<file path="config.mk">
export PLATFORM = sky130hd
export DESIGN_NAME = e_gpu_conf_regs_flat
export DESIGN_NICKNAME = d
export VERILOG_FILES = /design/src/rtl/e_gpu_conf_regs_if.sv /design/src/rtl/e_gpu_conf_regs.sv /design/src/flat_wrapper.sv
export SDC_FILE = /design/constraint.sdc
export NUM_CORES = 1
export LEC_CHECK = 0
export ABC_AREA = 1
export CAP_MARGIN = 0
export CORE_MARGIN = 10
export CORE_UTILIZATION = 45
export CTS_BUF_LIST = sky130_fd_sc_hd__clkbuf_4 sky130_fd_sc_hd__clkbuf_8 sky130_fd_sc_hd__clkbuf_16
export DETAILED_ROUTE_END_ITERATION = 10
export GPL_ROUTABILITY_DRIVEN = 0
export GPL_TIMING_DRIVEN = 0
export PLACE_DENSITY = 0.82
export SLEW_MARGIN = 20
export SYNTH_ARGS = -nofsm -noshare
export SYNTH_HDL_FRONTEND = slang
export SYNTH_SLANG_ARGS = --single-unit
</file>
<file path="constraint.sdc">
create_clock -name clk_i -period 4.9 [get_ports clk_i]
set_input_delay 0.49 -clock clk_i [delete_from_list [all_inputs] [get_ports clk_i]]
set_output_delay 0.49 -clock clk_i [all_outputs]
set_load 0.03 [all_outputs]
</file>
<file path="src/rtl/e_gpu_conf_regs_if.sv">
// rtl/e_gpu_conf_regs_if.sv - OBI configuration-port bundle for the e-GPU register block
//
// Purpose: groups the OBI request/grant/response signals of the e-GPU
// configuration port so the responder and its requester share one port.
// Signals:
//   req    requester -> responder  request
//   we     requester -> responder  1 = write, 0 = read
//   be     requester -> responder  byte enables
//   addr   requester -> responder  byte address
//   wdata  requester -> responder  write data
//   gnt    responder -> requester  grant
//   rvalid responder -> requester  response valid
//   rdata  responder -> requester  read data
interface e_gpu_conf_regs_if;
    logic        req;
    logic        we;
    logic [3:0]  be;
    logic [31:0] addr;
    logic [31:0] wdata;
    logic        gnt;
    logic        rvalid;
    logic [31:0] rdata;

    modport master (
        output req, we, be, addr, wdata,
        input  gnt, rvalid, rdata
    );

    modport slave (
        input  req, we, be, addr, wdata,
        output gnt, rvalid, rdata
    );
endinterface

</file>
<file path="src/rtl/e_gpu_conf_regs.sv">
// rtl/e_gpu_conf_regs.sv - e-GPU configuration registers: OBI responder, kernel launch and run status
//
// Purpose: zero-wait-state OBI responder holding the kernel launch registers.
// Every request is granted in the cycle it is presented and answered exactly
// one cycle later. A write of START launches a kernel (one-cycle start_o
// pulse) when enabled and idle; done_i from the GPU core ends the run.
//
// Register map (word offset, addr[7:2] decoded, upper/lower bits ignored):
//   0x00 CTRL        RW   bit0 enable (writing 0 aborts a running kernel)
//   0x04 START       WO   bit0 = 1 launches, reads 0
//   0x08 STATUS          bit0 busy (RO), bit1 done (write 1 to clear)
//   0x0C KERNEL_PC   RW
//   0x10 NUM_GROUPS  RW   [NGRP_W-1:0], upper bits read 0
//   0x14 BUSY_CYCLES RO   only when E_GPU_CONF_PERF_EN is defined
//
// Optional feature macro: E_GPU_CONF_PERF_EN adds the saturating busy-cycle
// counter at 0x14. Without it 0x14 is unmapped and no counter exists.
//
// Ports:
//   clk_i         clock, all logic on the rising edge
//   rst_i         asynchronous active-high reset
//   obi           OBI responder side (e_gpu_conf_regs_if.slave)
//   enable_o      CTRL.enable
//   start_o       one-cycle kernel launch pulse
//   kernel_pc_o   KERNEL_PC
//   num_groups_o  NUM_GROUPS
//   done_i        GPU run complete, one-cycle pulse
module e_gpu_conf_regs #(
    parameter logic [31:0] PC_RST_VAL = 32'h0000_0000,
    parameter int          NGRP_W     = 16,
    parameter int          PERF_W     = 32
) (
    input  logic                  clk_i,
    input  logic                  rst_i,
    e_gpu_conf_regs_if.slave      obi,
    output logic                  enable_o,
    output logic                  start_o,
    output logic [31:0]           kernel_pc_o,
    output logic [NGRP_W-1:0]     num_groups_o,
    input  logic                  done_i
);

    localparam logic [5:0] IDX_CTRL   = 6'd0;
    localparam logic [5:0] IDX_START  = 6'd1;
    localparam logic [5:0] IDX_STATUS = 6'd2;
    localparam logic [5:0] IDX_PC     = 6'd3;
    localparam logic [5:0] IDX_NGRP   = 6'd4;
    localparam logic [5:0] IDX_PERF   = 6'd5;

    typedef enum logic {
        ST_IDLE = 1'b0,
        ST_BUSY = 1'b1
    } run_state_t;

    run_state_t          state_q, state_d;
    logic                enable_q;
    logic                done_q, done_d;
    logic                start_q;
    logic [31:0]         pc_q;
    logic [NGRP_W-1:0]   ngrp_q;
    logic                rvalid_q;
    logic [31:0]         rdata_q;

    logic                busy;
    logic                rd_acc;
    logic                wr_acc;
    logic [5:0]          idx;
    logic                ctrl_wr;
    logic                abort;
    logic                launch;
    logic                w1c_done;
    logic                finish;
    logic [31:0]         rd_val;
    logic [31:0]         pc_merged;
    logic [31:0]         ngrp_merged;
    logic [31:0]         perf_rd;

    // Only the word index is decoded; the remaining address bits alias.
    logic unused_addr_bits;
    assign unused_addr_bits = ^{obi.addr[31:8], obi.addr[1:0]};

    // Replace only the byte lanes whose enable is set.
    function automatic logic [31:0] be_merge(input logic [31:0] old_val,
                                             input logic [31:0] new_val,
                                             input logic [3:0]  be);
        logic [31:0] r;
        r = old_val;
        for (int k = 0; k < 4; k++) begin
            if (be[k]) begin
                r[8*k +: 8] = new_val[8*k +: 8];
            end
        end
        return r;
    endfunction

    // Grant is unconditional, so a request is accepted in the cycle it appears.
    assign obi.gnt = obi.req;
    assign rd_acc  = obi.req && !obi.we;
    assign wr_acc  = obi.req &&  obi.we;
    assign idx     = obi.addr[7:2];

    assign busy     = (state_q == ST_BUSY);
    assign ctrl_wr  = wr_acc && (idx == IDX_CTRL) && obi.be[0];
    assign abort    = ctrl_wr && !obi.wdata[0];
    assign launch   = wr_acc && (idx == IDX_START) && obi.be[0] && obi.wdata[0]
                      && enable_q && !busy;
    assign w1c_done = wr_acc && (idx == IDX_STATUS) && obi.be[0] && obi.wdata[1];
    // A completion pulse outside a run is stale and must not set done.
    assign finish   = done_i && busy;

    assign pc_merged   = be_merge(pc_q, obi.wdata, obi.be);
    assign ngrp_merged = be_merge(32'(ngrp_q), obi.wdata, obi.be);

    // Run state: launch only from idle; completion or abort return to idle.
    always_ff @(posedge clk_i or posedge rst_i) begin
        if (rst_i) begin
            state_q <= ST_IDLE;
        end else begin
            state_q <= state_d;
        end
    end

    always_comb begin
        state_d = state_q;
        done_d  = done_q;
        case (state_q)
            ST_IDLE: begin
                if (launch) begin
                    state_d = ST_BUSY;
                end
            end
            ST_BUSY: begin
                if (finish || abort) begin
                    state_d = ST_IDLE;
                end
            end
            default: state_d = ST_IDLE;
        endcase
        // A completion arriving with a clear request leaves done set.
        if (launch) begin
            done_d = 1'b0;
        end else if (finish) begin
            done_d = 1'b1;
        end else if (w1c_done) begin
            done_d = 1'b0;
        end
    end

`ifdef E_GPU_CONF_PERF_EN
    logic [PERF_W-1:0] perf_q;

    // Counts cycles spent busy in the current/last run; restarts on launch.
    always_ff @(posedge clk_i or posedge rst_i) begin
        if (rst_i) begin
            perf_q <= '0;
        end else if (launch) begin
            perf_q <= '0;
        end else if (busy && (perf_q != {PERF_W{1'b1}})) begin
            perf_q <= perf_q + 1'b1;
        end
    end

    assign perf_rd = 32'(perf_q);
`else
    logic [PERF_W-1:0] unused_perf_w;
    assign unused_perf_w = '0;
    assign perf_rd       = 32'h0;
`endif

    always_comb begin
        rd_val = 32'h0;
        case (idx)
            IDX_CTRL:   rd_val = {31'h0, enable_q};
            IDX_STATUS: rd_val = {30'h0, done_q, busy};
            IDX_PC:     rd_val = pc_q;
            IDX_NGRP:   rd_val = 32'(ngrp_q);
            IDX_PERF:   rd_val = perf_rd;
            default:    rd_val = 32'h0;
        endcase
    end

    // Read data is captured at the accept edge, so a read issued right after
    // a write sees the newly written value.
    always_ff @(posedge clk_i or posedge rst_i) begin
        if (rst_i) begin
            enable_q <= 1'b0;
            done_q   <= 1'b0;
            start_q  <= 1'b0;
            pc_q     <= PC_RST_VAL;
            ngrp_q   <= '0;
            rvalid_q <= 1'b0;
            rdata_q  <= 32'h0;
        end else begin
            done_q   <= done_d;
            start_q  <= launch;
            rvalid_q <= obi.req;
            rdata_q  <= rd_acc ? rd_val : 32'h0;
            if (ctrl_wr) begin
                enable_q <= obi.wdata[0];
            end
            if (wr_acc && (idx == IDX_PC)) begin
                pc_q <= pc_merged;
            end
            if (wr_acc && (idx == IDX_NGRP)) begin
                ngrp_q <= ngrp_merged[NGRP_W-1:0];
            end
        end
    end

    assign obi.rvalid   = rvalid_q;
    assign obi.rdata    = rdata_q;
    assign enable_o     = enable_q;
    assign start_o      = start_q;
    assign kernel_pc_o  = pc_q;
    assign num_groups_o = ngrp_q;

endmodule
</file>
<file path="src/flat_wrapper.sv">
// flat-port wrapper written by rule: the top's interface ports become plain ports
module e_gpu_conf_regs_flat 
#(
    parameter logic [31:0] PC_RST_VAL = 32'h0000_0000,
    parameter int          NGRP_W     = 16,
    parameter int          PERF_W     = 32
)
  (clk_i, rst_i, enable_o, start_o, kernel_pc_o, num_groups_o, done_i, obi_req, obi_we, obi_be, obi_addr, obi_wdata, obi_gnt, obi_rvalid, obi_rdata);
  e_gpu_conf_regs_if obi_i ();
  input  logic clk_i;
  input  logic rst_i;
  output logic enable_o;
  output logic start_o;
  output logic [31:0] kernel_pc_o;
  output logic [NGRP_W-1:0] num_groups_o;
  input  logic done_i;
  input wire logic [$bits(obi_i.req)-1:0] obi_req;
  input wire logic [$bits(obi_i.we)-1:0] obi_we;
  input wire logic [$bits(obi_i.be)-1:0] obi_be;
  input wire logic [$bits(obi_i.addr)-1:0] obi_addr;
  input wire logic [$bits(obi_i.wdata)-1:0] obi_wdata;
  output wire logic [$bits(obi_i.gnt)-1:0] obi_gnt;
  output wire logic [$bits(obi_i.rvalid)-1:0] obi_rvalid;
  output wire logic [$bits(obi_i.rdata)-1:0] obi_rdata;
  assign obi_i.req = obi_req;
  assign obi_i.we = obi_we;
  assign obi_i.be = obi_be;
  assign obi_i.addr = obi_addr;
  assign obi_i.wdata = obi_wdata;
  assign obi_gnt = obi_i.gnt;
  assign obi_rvalid = obi_i.rvalid;
  assign obi_rdata = obi_i.rdata;
  e_gpu_conf_regs #(.PC_RST_VAL(PC_RST_VAL), .NGRP_W(NGRP_W), .PERF_W(PERF_W)) u_core (.clk_i(clk_i), .rst_i(rst_i), .obi(obi_i), .enable_o(enable_o), .start_o(start_o), .kernel_pc_o(kernel_pc_o), .num_groups_o(num_groups_o), .done_i(done_i));
endmodule
</file>
After elaboration in Yosys (flattened, before gate mapping):

Index checks and enable logic that the tools add are counted.

* flip-flop bits (word level): 85
* input port bits: 73
* output and inout bits: 84
* word-level logic and storage cells: 53

* eq/ne operators: 4
* muxes and demuxes: 8
* bitwise gates (word level): 1
* reductions and logical operators: 28

Operators with widths (number)
* 32-bit one-hot mux with 4 select lines: 1
* 32-bit two-way mux: 1
* 1-bit logical AND: 16
* 6-bit by 2-bit == test with 1-bit output, second input constant: 2
* 2-bit AND reduction: 6
* 6-bit by 1-bit == test with 1-bit output, second input constant: 1
* 6-bit by 3-bit == test with 1-bit output, second input constant: 1
* 6-bit logical NOT: 1
* 1-bit two-way mux: 5
* 1-bit logical NOT: 3
* 3-bit nonzero test: 1
* 1-bit one-hot mux with 2 select lines: 1
* 1-bit logical OR: 1
* 1-bit NOT: 1

Depth between registers and ports, before layout:

Gate-level depths: netlist of run 1.

* word-level depth: 8
* mapped depth: 8
* gate-level depth less buffers: 7

Least setup slack after synthesis of run 1:

No wires, ideal clock.

* path kind: input-to-reg
* from: in obi_addr[7]
* to: reg u_core.pc_q[18], in the netlist u_core.kernel_pc_o[18]
* setup time: 0.119 ns
* arrival: 1.341 ns
* data required time: 4.781 ns
* path slack: 3.440 ns
* cell stages on the path: 8
* buffers on the path: 2
* cell sequence: nor2_4 -> nand2_2 -> nor2_4 -> buf_12 -> nand3_4 -> buf_6 -> nand2_1 -> o21ai_2

* cells in the longest elaborated chain, start to end: 3

Ends and longest elaborated chain
* start, declared: RTL line flat_wrapper.sv:20 `input wire logic [$bits(obi_i.addr)-1:0] obi_addr;`
* 6-bit by 2-bit == test with 1-bit output: RTL line e_gpu_conf_regs.sv:201 `if (wr_acc && (idx == IDX_PC)) begin`
* 1-bit logical AND: RTL line e_gpu_conf_regs.sv:201
* 2-bit AND reduction (no line)
* end signal, assigned: RTL line e_gpu_conf_regs.sv:202 `pc_q <= pc_merged;`
* end, declared: RTL line e_gpu_conf_regs.sv:59 `logic [31:0] pc_q;`

No other way between the ends.
A chain may end at the register's enable or synchronous reset.

Final worst setup path of run 1:

* from: in obi_req
* to: out obi_gnt

RTL lines
* start, declared: RTL line flat_wrapper.sv:17 `input wire logic [$bits(obi_i.req)-1:0] obi_req;`
* end, declared: RTL line flat_wrapper.sv:22 `output wire logic [$bits(obi_i.gnt)-1:0] obi_gnt;`

No word-level cell between the ends.

==> reports/results.txt, run 1 <==
Area Growth Syn to Fin: 46.34%
Logic pwr share: 13.4%
H-tree depth: 3
Die Y-Extent: 109.3 um
I/O pin cnt: 157
FF-to-FF setup slack: 3.89 ns
Most frequent cell after synthesis: nand2_1
Final Cell Area: 5255 um^2
Synth cell count leaders: nand2_1 (107), dfrtp_1 (85), inv_1 (44)
Synthesized flop and latch total: 85
Worst Skew: 0.007538 ns
# rows: 32
PortBufs: 130
P_int: 1102 uW
Syn_nets: 436
Drt drc: 0
Max_cap viols: 0
Mean Syn Cell Area: 9.892 um^2
Syn Std Cell Area: 3591 um^2
Area leader, netlist: dfrtp_1
Yosys cell types: 23
First-pass GRT wire length: 15440 um
Status: finished clean
Post-synth ARST share: 100.0%
CTS Buf Count: 9
DRT iter0 DRCs: 81
Main synth FF type: dfrtp_1
Drt via density: 4.809
Post-synth EDFFs: 0
Clock Sinks: 85
Area post-placement: 5042 um^2
Simple-gate portion of the synthesized area: 19.65%
DR vias: 2938
Remaining Overflow, GRT: 0
Die ar.: 11950 um^2
Largest cells by area after synthesis: dfrtp_1 (59%), nand2_1 (11%), o21ai_2 (9.8%)
Pin count of the biggest net entering global routing: 44
Switching Fraction: 24.49%
Met3 routed WL: 1162 um
CTS tree: done
Final setup viols: 0
PD cells: 277.7 nW/um^2
Post-Synth Adder-Cell Area: 0%
Fillers: 578
Wire length on met1: 3636 um
Worst Setup End Kind: primary output
Combinational family with the most area after synthesis: simple AND/OR/NAND/NOR gates
CTS max path bufs: 2
Ys Warns: 0
ANT cells: 0
RSZ-0062 raised after global routing: no
Reg clk slew, reported paths: 0.08 ns
Root buf cell: clkbuf_8
Setup Total Neg Slack: 0 ns
Multiplexer share of the synthesized area: 0%
Synth top area share: 59.23%
CTS resizes: 0
Top layer in use: met4
CP required: 4.41 ns
Mapped Cells: 363
Clock Power Share: 36.1%
HP Class: reg2reg
Final Slew Violations: 0
Routed Antenna Nets: 0
Core area: 7727 um^2
CP Data Arrival Time: 1.85 ns
Initial antenna violation count: 0
GRT Util Overall: 16.44%
Sequential power share: 50.5%
Tcrit/Tclk final: 47.80%
Cts hold-fix bufs: 0
Leak: 0.002414 uW
Fmax: 0.4270 GHz
HPWL after detailed placement: 7281 um
WL per Instance: 15.43 um
Vias in the first global route: 3110
Worst slew pin tran: 0.5311 ns
Hold Vio Cnt, Final: 0
Synth Area in Compound Gates: 12.96%
Synth Area in XOR/XNOR: 0%
Fin nets: 578
Metal2 WL: 4488 um
Tmin final: 2.342 ns
Relative slew margins: 64.59%
Kind of critical path: in2out
Crit-path max FO: 4
Clock Latency Late Sink: 0.34 ns
Drt pass-1 iters: 4
Seq/Total Area, Yosys: 59.23%
Psw: 357.4 uW
Post-CTS Setup Repair Bufs: 0
Final WL: 9427 um
Fraction of layout cells with a size suffix above 1: 16.31%
Die W: 109.3 um
CP startpoint kind: input port
Maximum VDD drop: 0.1749 mV
Initial Utilization: 46.47%
==> kinds of logic after synthesis <==
group / Yosys count
AND/OR/NAND/NOR: 156
flip-flops: 85
AO/OA/AOI/OAI: 63
buffers and inverters: 59
==> area by class of cell <==
| cell class | count | area, um^2 | share of cell area, % |
|---|---|---|---|
| clock inverters | 5 | 75.07 | 1.429 |
| clock buffers | 10 | 137.6 | 2.619 |
| multi-input cells | 219 | 1171 | 22.29 |
| inverters | 46 | 175.2 | 3.333 |
| repair buffers | 131 | 1321 | 25.14 |
| plain buffers | 13 | 120.1 | 2.286 |
| well taps | 102 | 127.6 | 2.429 |
| flip-flops and latches | 85 | 2127 | 40.48 |
==> cells in the final DEF, fill, tap and decap left out, drive strengths merged <==
cell / n
nand2: 110
dfrtp: 85
clkinv: 3
inv: 46
clkdlybuf4s50: 130
nand3: 11
clkbuf: 12
nand4: 4
bufinv: 2
buf: 12
nor2: 29
nor3: 2
a21oi: 14
o21ai: 49
==> critical path: stages <==
cell	delay (ns)
clkdlybuf4s50_1	0.56
buf_4	0.14
clkdlybuf4s50_1	0.66
==> state kept, by name, indices dropped and copies added (netlist names) <==
name and cells:
u_core.kernel_pc_o 32, u_core.obi.rdata 32, u_core.num_groups_o 16, u_core.busy 1, u_core.done_q 1, u_core.enable_o 1
u_core.obi.rvalid 1, u_core.start_o 1
==> per-stage QoR <==
stage	power, uW	worst slack (ns)	utilization (%)	std cells	hold WS (ns)
6_report	1459	2.558	68.01	611	0.5157
3_5_place_dp	948.7	2.562	65.25	596	0.4991
3_3_place_gp	941.8	0.9881	64.96	595	0.4900
2_1_floorplan	846.1	2.217	-	363	0.4689
4_1_cts	1477	2.557	68.01	611	0.5177
5_1_grt	1527	2.515	68.01	611	0.5477
==> path summary, 6_finish.rpt <==
check	startpoint	endpoint	cells past startpoint
setup / recovery	obi_req	obi_gnt	3
hold / removal	u_core.num_groups_o[11]	u_core.num_groups_o[11]	2
setup reg to reg	u_core.busy	u_core.done_q	4
hold reg to reg	u_core.num_groups_o[11]	u_core.num_groups_o[11]	2
max in group asynchronous	rst_i	u_core.num_groups_o[12]	3
min in group asynchronous	rst_i	u_core.obi.rdata[27]	2
==> layer usage <==
metal	GRT usage [%]	vias up
met3	7.958	11
met1	18.28	1401
met5	0	-
met2	26.96	107
li1	-	1419
met4	5.855	0
==> power by group through the flow <==
stage | Combinational (uW) | Sequential [uW] | Clock [uW]
floorplan | 57.9 | 788 | 0
global placement | 192 | 750 | 0
global route | 212 | 740 | 575
detailed placement | 198 | 751 | 0
finish | 195 | 737 | 527
CTS | 199 | 737 | 541
Note: power is estimated with default switching activity, not from simulation.
==> run 2: changes to the inputs <==
CORE_UTILIZATION = 42   (was 45)
PLACE_DENSITY = 0.77   (was 0.82)
clock period = 2.2 ns   (was 4.9 ns; I/O delays follow)
==> reports/results.txt, run 2 (same netlist as run 1, synthesis figures left out) <==
Post-CTS Setup Repair Bufs: 0
Crit-path max FO: 4
Worst setup endpoint: obi_gnt
Fraction of layout cells with a size suffix above 1: 16.31%
PD cells: 650.6 nW/um^2
CP delay by family, top: buffers and inverters
Final WL: 9683 um
R2R cell count: 4
First-pass GRT wire length: 15960 um
Leak: 0.002433 uW
FF-to-FF setup slack: 1.20 ns
PortBufs: 130
Final setup viols: 0
I/O pin cnt: 157
DR vias: 2895
Pin count of the biggest net entering global routing: 36
CP startpoint kind: input port
WL per Instance: 15.77 um
Initial Utilization: 43.48%
Most frequent cells in the layout: clkdlybuf4s50_1 (130), nand2_1 (107), dfrtp_1 (85)
CP dominant cell by count: clkdlybuf4s50_1
CP max stage cell: clkdlybuf4s50_1
Worst setup path start: obi_req
HP Class: in2async
HPWL after detailed placement: 7568 um
Storage element area: 2127 um^2
Setup Total Neg Slack: 0 ns
Clock Sinks: 85
Kind of critical path: in2out
Routed Antenna Nets: 0
Fin nets: 579
Reg clk slew, reported paths: 0.09 ns
Multi-input gate area: 1171 um^2
CP Data Arrival Time: 1.57 ns
Tcrit/Tclk final: 81.23%
Cts hold-fix bufs: 0
CTS Buf Count: 9
Stages on the worst setup path: 3
Die W: 112.5 um
H-tree depth: 3
Vias in the first global route: 3096
Drt drc: 0
Fmax: 0.5596 GHz
CP required: 1.98 ns
Worst Setup End Kind: primary output
Maximum VDD drop: 0.4183 mV
Worst Skew: 0.009625 ns
Worst r2r src: u_core.busy
Commonest non-fill, non-tap cell in the layout: clkdlybuf4s50_1
Max incr delay on CP: 0.66 ns
# rows: 33
CTS tree: done
Status: finished clean
Max_cap viols: 0
Relative slew margins: 63.33%
CTS max path bufs: 2
Remaining Overflow, GRT: 0
Critical Path, Cell by Cell: clkdlybuf4s50_1 -> buf_4 -> clkdlybuf4s50_1
Die ar.: 12650 um^2
ANT cells: 0
DRT iter0 DRCs: 91
Clock Latency Late Sink: 0.34 ns
Worst slew pin tran: 0.5500 ns
Hold Vio Cnt, Final: 0
Core area: 8258 um^2
Die Y-Extent: 112.5 um
Area post-placement: 5067 um^2
Area Growth Syn to Fin: 48.05%
Tmin final: 1.787 ns
CTS resizes: 0
Fillers: 665
Initial antenna violation count: 0
Crit path buf inv count: 3
RSZ-0062 raised after global routing: no
Final Slew Violations: 0
Root buf cell: clkbuf_8
Final Cell Area: 5316 um^2
Drt via density: 4.715
Reg-to-Reg End: u_core.done_q
Drt pass-1 iters: 4
GRT Util Overall: 15.45%
Pwr Total: 3459 uW
-- run 2: cell type report --
type                       instances  share of cell area, %
clock buffer                       9                  2.330
multi-input combinational        219                  22.03
clock inverter                     5                  2.353
sequential                        85                  40.01
timing repair buffer             132                  25.23
tap                              105                  2.471
buffer                            13                  2.259
inverter                          46                  3.318
-- run 2: per-stage QoR --
| stage | hold WS (ns) | setup WS, ns | utilization (%) | instances |
|---|---|---|---|---|
| floorplan | 0.2514 | 1.000 | - | 363 |
| global placement | 0.4899 | 0.08402 | 60.88 | 598 |
| detailed placement | 0.4978 | 0.1725 | 61.36 | 600 |
| CTS | 0.2290 | 0.4067 | 64.38 | 614 |
| global route | 0.2734 | 0.3729 | 64.38 | 614 |
| finish | 0.2330 | 0.4129 | 64.38 | 614 |
-- run 2: per-layer routing --
layer  global-route usage (%)  vias up  wire length [um]
met5                        0        -                 0
met4                    4.569        0                80
met3                    6.550        8               955
met2                    25.84       95              4813
met1                    17.59     1380              3834
li1                         -     1412                 -
-- run 2: how the worst min path moves through the flow --
stage | start | endpoint | depth (start not counted)
3_5_place_dp | u_core.kernel_pc_o[15] | u_core.kernel_pc_o[15] | 2
3_3_place_gp | u_core.done_q | u_core.done_q | 2
4_1_cts | rst_i | u_core.kernel_pc_o[9] | 2
6_report | rst_i | u_core.kernel_pc_o[9] | 2
5_1_grt | rst_i | u_core.kernel_pc_o[9] | 2
2_1_floorplan | obi_req | u_core.obi.rvalid | 0
-- run 2: where the power goes --
part           switching [uW]  leakage (uW)  internal, uW  total [uW]
Clock                     523      0.000125           855        1380
Sequential               37.2       0.00118          1610        1640
Combinational             245       0.00113           194         439
Total                     805       0.00243          2650        3460
-- run 2: worst register-to-register path, stage by stage (launching register included) --
cell and delay [ns]:
dfrtp_1 0.41, nor3_1 0.19, nand3_1 0.14, nand3_1 0.09, nand2_1 0.05
